`config.mk`:
```
export PLATFORM = sky130hd
export DESIGN_NAME = neuron_scheduler
export DESIGN_NICKNAME = d
export VERILOG_FILES = /design/src/rtl/neuron_scheduler.sv
export SDC_FILE = /design/constraint.sdc
export NUM_CORES = 1
export LEC_CHECK = 0
export CAP_MARGIN = 25
export CORE_MARGIN = 8
export CORE_UTILIZATION = 54
export CTS_CLUSTER_DIAMETER = 60
export DETAILED_ROUTE_END_ITERATION = 10
export GPL_ROUTABILITY_DRIVEN = 0
export PLACE_DENSITY = 0.86
export SLEW_MARGIN = 20
export SYNTH_ARGS = -nofsm -noshare
export SYNTH_HDL_FRONTEND = slang
export SYNTH_SLANG_ARGS = --single-unit
```
`constraint.sdc`:
```
create_clock -name clk -period 3.43 [get_ports clk]
set_input_delay 0.686 -clock clk [delete_from_list [all_inputs] [get_ports clk]]
set_output_delay 0.686 -clock clk [all_outputs]
set_load 0.01 [all_outputs]
```
`src/rtl/neuron_scheduler.sv`:
```
// neuron_scheduler: time-multiplexes N_NEURONS virtual neurons onto one shared
// combinational neuron datapath. One timestep = IDLE -> EVAL (one neuron per
// cycle) -> DONE (one-cycle done pulse, spike vector published) -> IDLE.
// Optional feature: define NEURON_SCHED_REFRACTORY_EN to hold a neuron that
// spiked in the previous timestep at zero for one timestep (refractory period).
module neuron_scheduler #(
    parameter int N_NEURONS = 4,
    parameter int U_W       = 3
) (
    input  logic                   clk,
    input  logic                   reset,
    input  logic                   start,
    input  logic [2*N_NEURONS-1:0] x_in,
    input  logic                   cfg_valid,
    input  logic [1:0]             cfg_addr,
    input  logic [U_W-1:0]         cfg_data,
    output logic                   cfg_ready,
    output logic [1:0]             dp_w,
    output logic [1:0]             dp_x,
    output logic [U_W-1:0]         dp_shift,
    output logic [U_W-1:0]         dp_prev_u,
    output logic [U_W-1:0]         dp_minus_teta,
    output logic                   dp_was_spike,
    input  logic [U_W-1:0]         dp_u,
    input  logic                   dp_spike,
    output logic                   busy,
    output logic                   done,
    output logic [N_NEURONS-1:0]   spikes
);

    localparam int                IDX_W    = (N_NEURONS > 1) ? $clog2(N_NEURONS) : 1;
    localparam logic [IDX_W-1:0]  LAST_IDX = IDX_W'(N_NEURONS - 1);
    localparam logic [IDX_W-1:0]  IDX_ONE  = IDX_W'(1);

    typedef enum logic [1:0] {
        S_IDLE = 2'd0,
        S_EVAL = 2'd1,
        S_DONE = 2'd2
    } state_t;

    state_t                 r_state;
    logic [IDX_W-1:0]       r_idx;
    logic [1:0]             r_x [N_NEURONS];
    logic [U_W-1:0]         r_u_mem [N_NEURONS];
    logic [N_NEURONS-1:0]   r_s_mem;
    logic [1:0]             r_w;
    logic [U_W-1:0]         r_shift;
    logic [U_W-1:0]         r_minus_teta;
    logic                   r_done;
    logic [N_NEURONS-1:0]   r_spikes;

    logic [U_W-1:0]         w_u_wr;
    logic                   w_s_wr;

    assign busy      = (r_state != S_IDLE);
    assign cfg_ready = ~busy;
    assign done      = r_done;
    assign spikes    = r_spikes;

    // Present the current neuron's state and the shared config to the datapath.
    always_comb begin
        // NOTE: every combinational output gets a default first so no path leaves it unassigned (no latch).
        dp_w          = r_w;
        dp_shift      = r_shift;
        dp_minus_teta = r_minus_teta;
        dp_prev_u     = r_u_mem[r_idx];
        dp_x          = 2'b00;
        dp_was_spike  = 1'b0;
        if (r_state == S_EVAL) begin
            dp_x         = r_x[r_idx];
            dp_was_spike = r_s_mem[r_idx];
        end
    end

    // Select the value written back for the neuron under evaluation.
    always_comb begin
        w_u_wr = dp_u;
        w_s_wr = dp_spike;
`ifdef NEURON_SCHED_REFRACTORY_EN
        // s_mem[idx] is still the previous timestep's spike: this entry is only rewritten at its own slot.
        if (r_s_mem[r_idx]) begin
            w_u_wr = '0;
            w_s_wr = 1'b0;
        end
`else
`endif
    end

    // Timestep FSM, config registers and per-neuron state memories.
    always_ff @(posedge clk) begin
        if (reset) begin
            r_state      <= S_IDLE;
            r_idx        <= '0;
            r_done       <= 1'b0;
            r_spikes     <= '0;
            r_s_mem      <= '0;
            r_w          <= 2'd1;
            r_shift      <= U_W'(1);
            r_minus_teta <= U_W'(5);
            // NOTE: the membrane memory is reset explicitly because neurons must restart from rest after reset;
            // it is small enough to live in flops rather than a RAM macro.
            for (int i = 0; i < N_NEURONS; i++) begin
                r_u_mem[i] <= '0;
                r_x[i]     <= 2'b00;
            end
        end else begin
            r_done <= 1'b0;
            case (r_state)
                S_IDLE: begin
                    if (cfg_valid) begin
                        case (cfg_addr)
                            2'd0: r_w          <= cfg_data[1:0];
                            2'd1: r_shift      <= cfg_data;
                            2'd2: r_minus_teta <= cfg_data;
                            default: begin
                                r_s_mem <= '0;
                                for (int i = 0; i < N_NEURONS; i++) begin
                                    r_u_mem[i] <= '0;
                                end
                            end
                        endcase
                    end
                    if (start) begin
                        for (int i = 0; i < N_NEURONS; i++) begin
                            r_x[i] <= x_in[2*i +: 2];
                        end
                        r_idx   <= '0;
                        r_state <= S_EVAL;
                    end
                end
                S_EVAL: begin
                    r_u_mem[r_idx] <= w_u_wr;
                    r_s_mem[r_idx] <= w_s_wr;
                    if (r_idx == LAST_IDX) begin
                        // The last neuron's spike is taken straight from the write-back value.
                        r_spikes <= {w_s_wr, r_s_mem[N_NEURONS-2:0]};
                        r_done   <= 1'b1;
                        r_idx    <= '0;
                        r_state  <= S_DONE;
                    end else begin
                        r_idx <= r_idx + IDX_ONE;
                    end
                end
                S_DONE: begin
                    r_state <= S_IDLE;
                end
                default: begin
                    r_state <= S_IDLE;
                end
            endcase
        end
    end

endmodule

```
== Yosys cells after proc, flatten, opt, wreduce, memory -nomap -nowiden ==
Memory sizes are Yosys's and may differ from the RTL's. A register that Yosys moved wholly into a read port is not among the register bits.
Cells that the tools add are included.

* Memories: 2
* Bits in latches: 0
* Bits in read-only memories: 0
* Output and inout port bits: 21
* Register bits after elaboration: 21
* Bits in writable memories: 20
* Logic and storage cells: 92
* Input port bits: 21

{| class="wikitable"
|+ Memory list
! memory !! depth !! bits a word !! read ports !! clocked after memory_dff !! wr ports !! line !! source
|-
| r_u_mem || 4 || 3 || 1 || 1 || 4 || 44 || <nowiki>logic [U_W-1:0] r_u_mem [N_NEURONS];</nowiki>
|-
| r_x || 4 || 2 || 1 || 1 || 4 || 43 || <nowiki>logic [1:0] r_x [N_NEURONS];</nowiki>
|}

* Add/sub/neg operators: 1
* $lt $le $gt $ge: 2
* Equality and inequality tests: 8
* Reduce and logical (&&, ||, !) cells: 15
* Shift operators: 0
* Multiply operators: 0
* Muxes and demuxes: 46
* Bitwise operators: 10
* Div/mod/pow operators: 0

{| class="wikitable"
|+ Operator list
! operator !! count
|-
| two-way mux 2 bit || 14
|-
| two-way mux 1 bit || 19
|-
| two-way mux 3 bit || 5
|-
| AND reduction 3 bit || 4
|-
| two-way mux 4 bit || 2
|-
| OR 1 bit || 8
|-
| one-hot mux 2 bit (2 select lines) || 2
|-
| one-hot mux 4 bit (2 select lines) || 1
|-
| inequality test 2 bit (second input constant) || 3
|-
| AND reduction 2 bit || 3
|-
| OR reduction 3 bit || 2
|-
| bitwise mux 4 bit || 1
|-
| equality test 2 x 1 -> 1 bit (second input constant) || 2
|-
| equality test 2 bit (second input constant) || 2
|-
| zero test 2 bit || 2
|-
| nonzero test 2 bit || 2
|-
| < comparator 2 x 3 -> 1 bit (second input constant) || 1
|-
| adder 2 x 1 -> 2 bit (second input constant) || 1
|-
| binary-select mux 1 bit (select 2 bit) || 1
|-
| demux 1 bit (select 2 bit) || 1
|-
| >= comparator 2 x 1 -> 1 bit (second input constant) || 1
|-
| inequality test 2 x 1 -> 1 bit (second input constant) || 1
|-
| NOT 1 bit || 2
|-
| OR reduction 2 bit || 1
|-
| logical AND 1 bit || 1
|}

== Logic depth before layout (Yosys ltp) ==
Gate-level depths: netlist (run 1).

* Depth after elaboration: 9
* Mapped depth: 5
* Gate-level depth less buffers: 5

== Worst setup path after synthesis (run 1) ==
OpenSTA, ideal clock, no wires.

* Kind: register to output
* Start: register (tool-made name)
* End: output port dp_x[0]
* Buffers on the path: 1
* Arrival time: 1.143 ns
* Stages on the path, launching flop included: 4
* Setup slack: 1.601 ns
* Data required time: 2.744 ns
* Path through: dfxtp_1 > buf_2 > mux4_2 > and2_1

{| class="wikitable"
|+ RTL lines
! element !! line !! source
|-
| end: declaration || 19 || <nowiki>output logic [1:0] dp_x,</nowiki>
|}

== Final worst setup path (run 1) ==
* Start: register r_state[0]
* End: output port dp_x[0]

* Word-level cells in the longest chain between the ends: 2

{| class="wikitable"
|+ RTL lines
! element !! line !! source
|-
| start: declaration || 41 || <nowiki>state_t r_state;</nowiki>
|-
| start signal: assignment || 92 || <nowiki>r_state <= S_IDLE;</nowiki>
|-
| start signal: assignment || 128 || <nowiki>r_state <= S_EVAL;</nowiki>
|-
| start signal: assignment || 139 || <nowiki>r_state <= S_DONE;</nowiki>
|-
| equality test 2 x 1 -> 1 bit || 69 || <nowiki>if (r_state == S_EVAL) begin</nowiki>
|-
| two-way mux 2 bit || 69 ||
|}

No other way between the ends.

==> results of run 1 <==
## how the worst max path moves through the flow
| stage | start | endpoint | slack (ns) |
|---|---|---|---|
| after floorplan | flip-flop | dp_x[0] | 1.60 |
| after global placement | reset | r_x[0][0] | 0.88 |
| after detailed placement | reset | r_x[3][0] | 0.80 |
| after CTS | flip-flop | dp_x[0] | 0.60 |
| after global routing | r_state[0] | dp_x[0] | 0.52 |
| final | r_state[0] | dp_x[0] | 0.60 |
## metal layers
metal	global-route usage (%)	share of wire (%)
met2	29.8	52
met3	6.58	8.4
met1	15.8	38
met4	7.25	1.8
met5	0	0
## final cells by class
| type | count | area [um^2] | area share (%) |
|---|---|---|---|
| Clock buffer | 8 | 52.6 | 2.18 |
| Inverter | 5 | 18.8 | 0.777 |
| Multi-Input combinational cell | 115 | 807 | 33.4 |
| Sequential cell | 43 | 1060 | 43.9 |
| Tap cell | 46 | 57.6 | 2.38 |
| Timing Repair Buffer | 42 | 418 | 17.3 |
## power by group through the flow
stage               Clock [mW]  Sequential [mW]  Combinational [mW]
CTS                      0.244            0.583               0.153
floorplan                    0            0.586              0.0869
global placement             0            0.592               0.147
detailed placement           0            0.594               0.153
global route             0.264            0.586               0.165
finish                   0.240            0.583               0.153
## worst register-to-register path, cell delays in order (launching register included)
cell	delay, ns
dfxtp_1	0.46
ha_1	0.46
nand3b_1	0.29
nand2_1	0.22
## flip-flops by register name (all words and copies together) (netlist names), named ones only
signal         flops
r_state            2
done               1
dp_w               2
r_u_mem           12
r_idx              2
r_s_mem            4
spikes             4
dp_minus_teta      3
dp_shift           3
r_x                8
## synth_stat cells (2+ instances only)
library cell,instances
nand2_1,21
ha_1,4
clkbuf_1,4
and3_1,13
nor3b_1,2
mux4_2,6
dfxtp_1,23
buf_2,2
nand2b_1,4
mux2i_1,5
edfxtp_1,20
a21oi_1,10
inv_1,4
nand3_1,9
o21ai_0,7
and2_1,13
a31oi_1,2
nor2_1,5
or3b_1,3
nor2b_1,2
## kinds of logic after synthesis
family	share of synthesized area, %
flops	55.2
mux	9.63
fa+ha+maj	2.60
compound gates	6.64
simple gates	23.1
buf+inv	2.86
## stage by stage
step / cells / worst slack (ns) / hold WS [ns] / utilization [%] / area, um^2
2_1_floorplan: 170 / 1.60 / 0.445 / - / 1920
6_report: 259 / 0.599 / 0.463 / 71.2 / 2410
3_5_place_dp: 251 / 0.805 / 0.449 / 69.7 / 2360
5_1_grt: 259 / 0.517 / 0.484 / 71.2 / 2410
3_3_place_gp: 251 / 0.881 / 0.447 / 69.7 / 2360
4_1_cts: 259 / 0.602 / 0.466 / 71.2 / 2410
==> results.yml, run 1 <==
power_and_ir_drop:
  peakVddDrop_mv: 0.251
  power_uw: 976
  switching_share_pct: 24.5
  power.internal_uw: 737
  leakagePower_nw: 0.918
  p_sw_uw: 239
  pwr-share-seq_pct: 59.7
  combPwrFrac_pct: 15.6
  p_per_area_mw_per_mm2: 404
  p_clk_share_pct: 24.6
grt:
  grt_pass1_wl_um: 6880
  antenna_found_initial: 0
  first_global_vias: 1550
  grt_overflow: 0
  grt_max_degree: 19
  gr-usage-all-layers_pct: 16.4
worst_setup_path:
  critPathKind: "reg -> out"
  cp.depth: 3
  startpoint_type: "flip-flop"
  reg2regPathDepth: 3
  timing.rr.end: "r_u_mem[3][2]"
  crit_chain: "nor2b_1, and2_1, clkdlybuf4s50_1"
  crit_fanout: 9
  critPathTopFamily: "simple AND/OR/NAND/NOR gates"
  arrival_ns: 2.15
  cp.required_ns: 2.74
  critPathSlowestCell: "nor2b_1"
  crit_path_end_kind: "output port"
  r2r_start: "r_idx[0]"
  rrSetupSlack_ns: 1.73
  crit_buf_inv: 1
  cp_slowest_stage_delay_ns: 0.55
yosys:
  synth_edf_count: 20
  yosysWarnings: 0
  synthArstFlopShare_pct: 0
  synthesis.nets: 195
  yosysSeqAreaShare_pct: 55.2
  synth.top_cell.area_share_pct: 31.2
  ys_seq_elements: 43
  netlist_area_mm2: 0.00192
  synth_cell_types: 31
  syn_area_per_cell_um2: 11.3
  synth_area_leader_cell: "edfxtp_1"
  synth.area.top_cells: "edfxtp_1 (31%), dfxtp_1 (24%), mux4_2 (7.0%)"
  synth_ff_type: "dfxtp_1"
  post_synth_inst_count: 170
cts:
  cts_inserted_buffers: 5
  cts_tree: "done"
  htreeDepth: 2
  cts.sinks: 43
  root_buffer: "clkbuf_4"
  cts_resized: 0
  hold_buffers: 0
  clockBufferDepth: 2
  clk_pin_slew_worst_paths_ns: 0.12
  clk_latency_ns: 0.34
  post-cts-setup-buffers: 0
sta:
  skew_ns: 0.00915
  finalMaxSlewViolations: 0
  max_freq_mhz: 353
  hold_viol: 0
  setup_violations: 0
  max_slew.worst_pin.slew_ns: 0.595
  layout_min_cycle_time_ns: 2.83
  slew_headroom_pct: 60.2
  layout_worst_path_cycle_share_pct: 82.5
  rsz0062_at_grt: "no"
  fin_tns_setup_ns: 0
cells_and_area:
  final_common_cell: "clkdlybuf4s50_1"
  final_nets: 237
  syn2layout_area_growth_pct: 25.6
  diodes: 0
  fillCellCount: 256
  final_cell_mix: "clkdlybuf4s50_1 (41), dfxtp_1 (23), nand2_1 (21), edfxtp_1 (20)"
  drive_gt1_share_pct: 7.98
flow_run:
  cap_viol_max_count: 0
detailed_routing:
  vias_per_cell: 5.62
  route.detailed.drc: 0
  num_vias: 1456
  ant_nets: 0
  firstDrtPassIters: 4
  routed_wirelength_um: 4280
  drt_iter0_drc: 120
  routedWlPerCell_um: 16.5
place:
  dp_hpwl_um: 3340
  port-buffer-count: 41
worst_hold_path:
  min_path_cells: 2
  min_to: "spikes[3]"
  hp-start: "spikes[3]"
  min-delay-path-class: "reg -> reg"
floorplan:
  die_area_mm2: 0.00573
  die_w_um: 75.7
  fp-row-count: 21
  io_pins: 42
  die_h_um: 75.7
  core_mm2: 0.00339
  initial_utilization_pct: 56.7
run_status:
  run_status: "finished clean"
Power figures use the tool's default switching activity.
==> run 2, diff against run 1 <==
Settings changed: CORE_UTILIZATION 54 to 50, PLACE_DENSITY 0.86 to 0.81.
Clock period 3.43 ns to 2.8 ns, I/O delays scaled along.
==> run 2 against run 1 <==
Cell area is 3.0% higher; worst setup slack got worse by 0.39 ns; critical path depth did not move; final cell count is 1.5% higher; routed wire length grew 3.2%; combinational power rose by 25%; clock skew shrank 0.0051 ns; via count down 3.0%; die area is 6.3% higher; global-route usage is 1.9 points lower; power is 40% higher; largest cell class unchanged.
==> results.yml, run 2 (synthesis results as in run 1) <==
run_status:
  run_status: "finished clean"
floorplan:
  initial_utilization_pct: 52.1
  die_h_um: 78.0
  fp-row-count: 22
  die_area_mm2: 0.00609
  die_w_um: 78.0
  core_mm2: 0.00369
  io_pins: 42
sta:
  layout_worst_path_cycle_share_pct: 92.4
  skew_ns: 0.00404
  max_freq_mhz: 387
  slew_headroom_pct: 65.5
  hold_viol: 0
  finalMaxSlewViolations: 0
  rsz0062_at_grt: "no"
  setup_violations: 0
  fin_tns_setup_ns: 0
  max_slew.worst_pin.slew_ns: 0.515
  layout_min_cycle_time_ns: 2.59
worst_setup_path:
  crit_path_end_kind: "output port"
  critPathSlowestCell: "mux4_2"
  crit_chain: "mux4_2, and2_1, clkdlybuf4s50_1"
  r2r_start: "r_idx[0]"
  critPathKind: "reg -> out"
  endpoint: "dp_x[0]"
  reg2regPathDepth: 3
  crit_fanout: 5
  cp.required_ns: 2.24
  rrSetupSlack_ns: 1.12
  arrival_ns: 2.03
  startpoint_type: "flip-flop"
  cp_slowest_stage_delay_ns: 0.55
  timing.rr.end: "r_u_mem[3][2]"
detailed_routing:
  route.detailed.drc: 0
  routed_wirelength_um: 4420
  num_vias: 1412
  vias_per_cell: 5.37
  ant_nets: 0
  drt_iter0_drc: 115
  routedWlPerCell_um: 16.8
  firstDrtPassIters: 4
cts:
  post-cts-setup-buffers: 0
  hold_buffers: 0
  cts.sinks: 43
  clockBufferDepth: 2
  clk_pin_slew_worst_paths_ns: 0.08
  root_buffer: "clkbuf_8"
  cts_inserted_buffers: 5
  clk_latency_ns: 0.29
  cts_resized: 0
  htreeDepth: 2
  cts_tree: "done"
power_and_ir_drop:
  leakagePower_nw: 0.953
  p_per_area_mw_per_mm2: 549
  peakVddDrop_mv: 0.301
cells_and_area:
  drive_gt1_share_pct: 9.30
  reg.largest.list: "r_u_mem x12, r_x x8"
  final_cell_mix: "clkdlybuf4s50_1 (41), dfxtp_1 (23), nand2_1 (21), edfxtp_1 (20)"
  largest_reg_flops: 12
  fillCellCount: 290
  seq_area_mm2: 0.00106
  syn2layout_area_growth_pct: 29.3
  final_common_cell: "clkdlybuf4s50_1"
  instances_no_fill: 263
  final_nets: 239
  diodes: 0
  top_register: "r_u_mem"
  multi_input_area_um2: 807
place:
  dp_hpwl_um: 3460
  port-buffer-count: 41
  dpl.cell_count: 255
worst_hold_path:
  min-delay-path-class: "reg -> reg"
grt:
  grt_pass1_wl_um: 6990
  grt_max_degree: 19
  gr-usage-all-layers_pct: 14.5
  grt_overflow: 0
  first_global_vias: 1537
  antenna_found_initial: 0
flow_run:
  cap_viol_max_count: 0
[run 2: how the worst min path moves through the flow]
stage / from / to / slack, ns / depth (start not counted)
floorplan: r_s_mem[3] / r_s_mem[3] / 0.45 / 2
global placement: spikes[2] / spikes[2] / 0.44 / 2
detailed placement: spikes[3] / spikes[3] / 0.45 / 2
CTS: spikes[3] / spikes[3] / 0.46 / 2
global route: spikes[2] / spikes[2] / 0.50 / 2
finish: spikes[3] / spikes[3] / 0.45 / 2
[run 2: cell type report]
type	instances	share of cell area (%)
inverters	5	0.755
repair buffers	44	17.4
clock inverters	3	1.56
flip-flops and latches	43	42.7
well taps	48	2.41
clock buffers	5	2.77
multi-input cells	115	32.4
[run 2: metrics by stage]
stage	worst slack (ns)	instance area (um^2)	utilization (%)	total power, mW	hold slack (ns)
final	0.214	2490	67.4	1.37	0.454
after global routing	0.112	2490	67.4	1.42	0.497
after CTS	0.163	2490	67.4	1.38	0.458
after detailed placement	0.493	2380	64.5	0.922	0.447
after global placement	0.559	2380	64.5	0.909	0.442
after floorplan	1.10	1920	-	0.824	0.445
[run 2: worst max-delay path: cells and delay by family, from the launching register on]
family / cells / cell delay [ns]
buffers and inverters: 1 / 0.48
flip-flops: 1 / 0.53
multiplexers: 1 / 0.55
AND/OR/NAND/NOR: 1 / 0.18
[run 2: routing by layer]
layer / part of all wire (%) / routed length, um / up-vias / track usage, %
met5: 0 / 0 / - / 0
met4: 0.29 / 13 / 0 / 5.37
met3: 6.6 / 292 / 2 / 5.35
met2: 55 / 2420 / 45 / 27.4
met1: 38 / 1690 / 674 / 14.0
li1: - / - / 691 / -
[run 2: where the power goes]
| group | internal [mW] | switching (mW) | total (mW) |
|---|---|---|---|
| logic | 0.103 | 0.0879 | 0.191 |
| clock network | 0.261 | 0.199 | 0.460 |
| registers | 0.692 | 0.0226 | 0.714 |
| total | 1.06 | 0.309 | 1.37 |
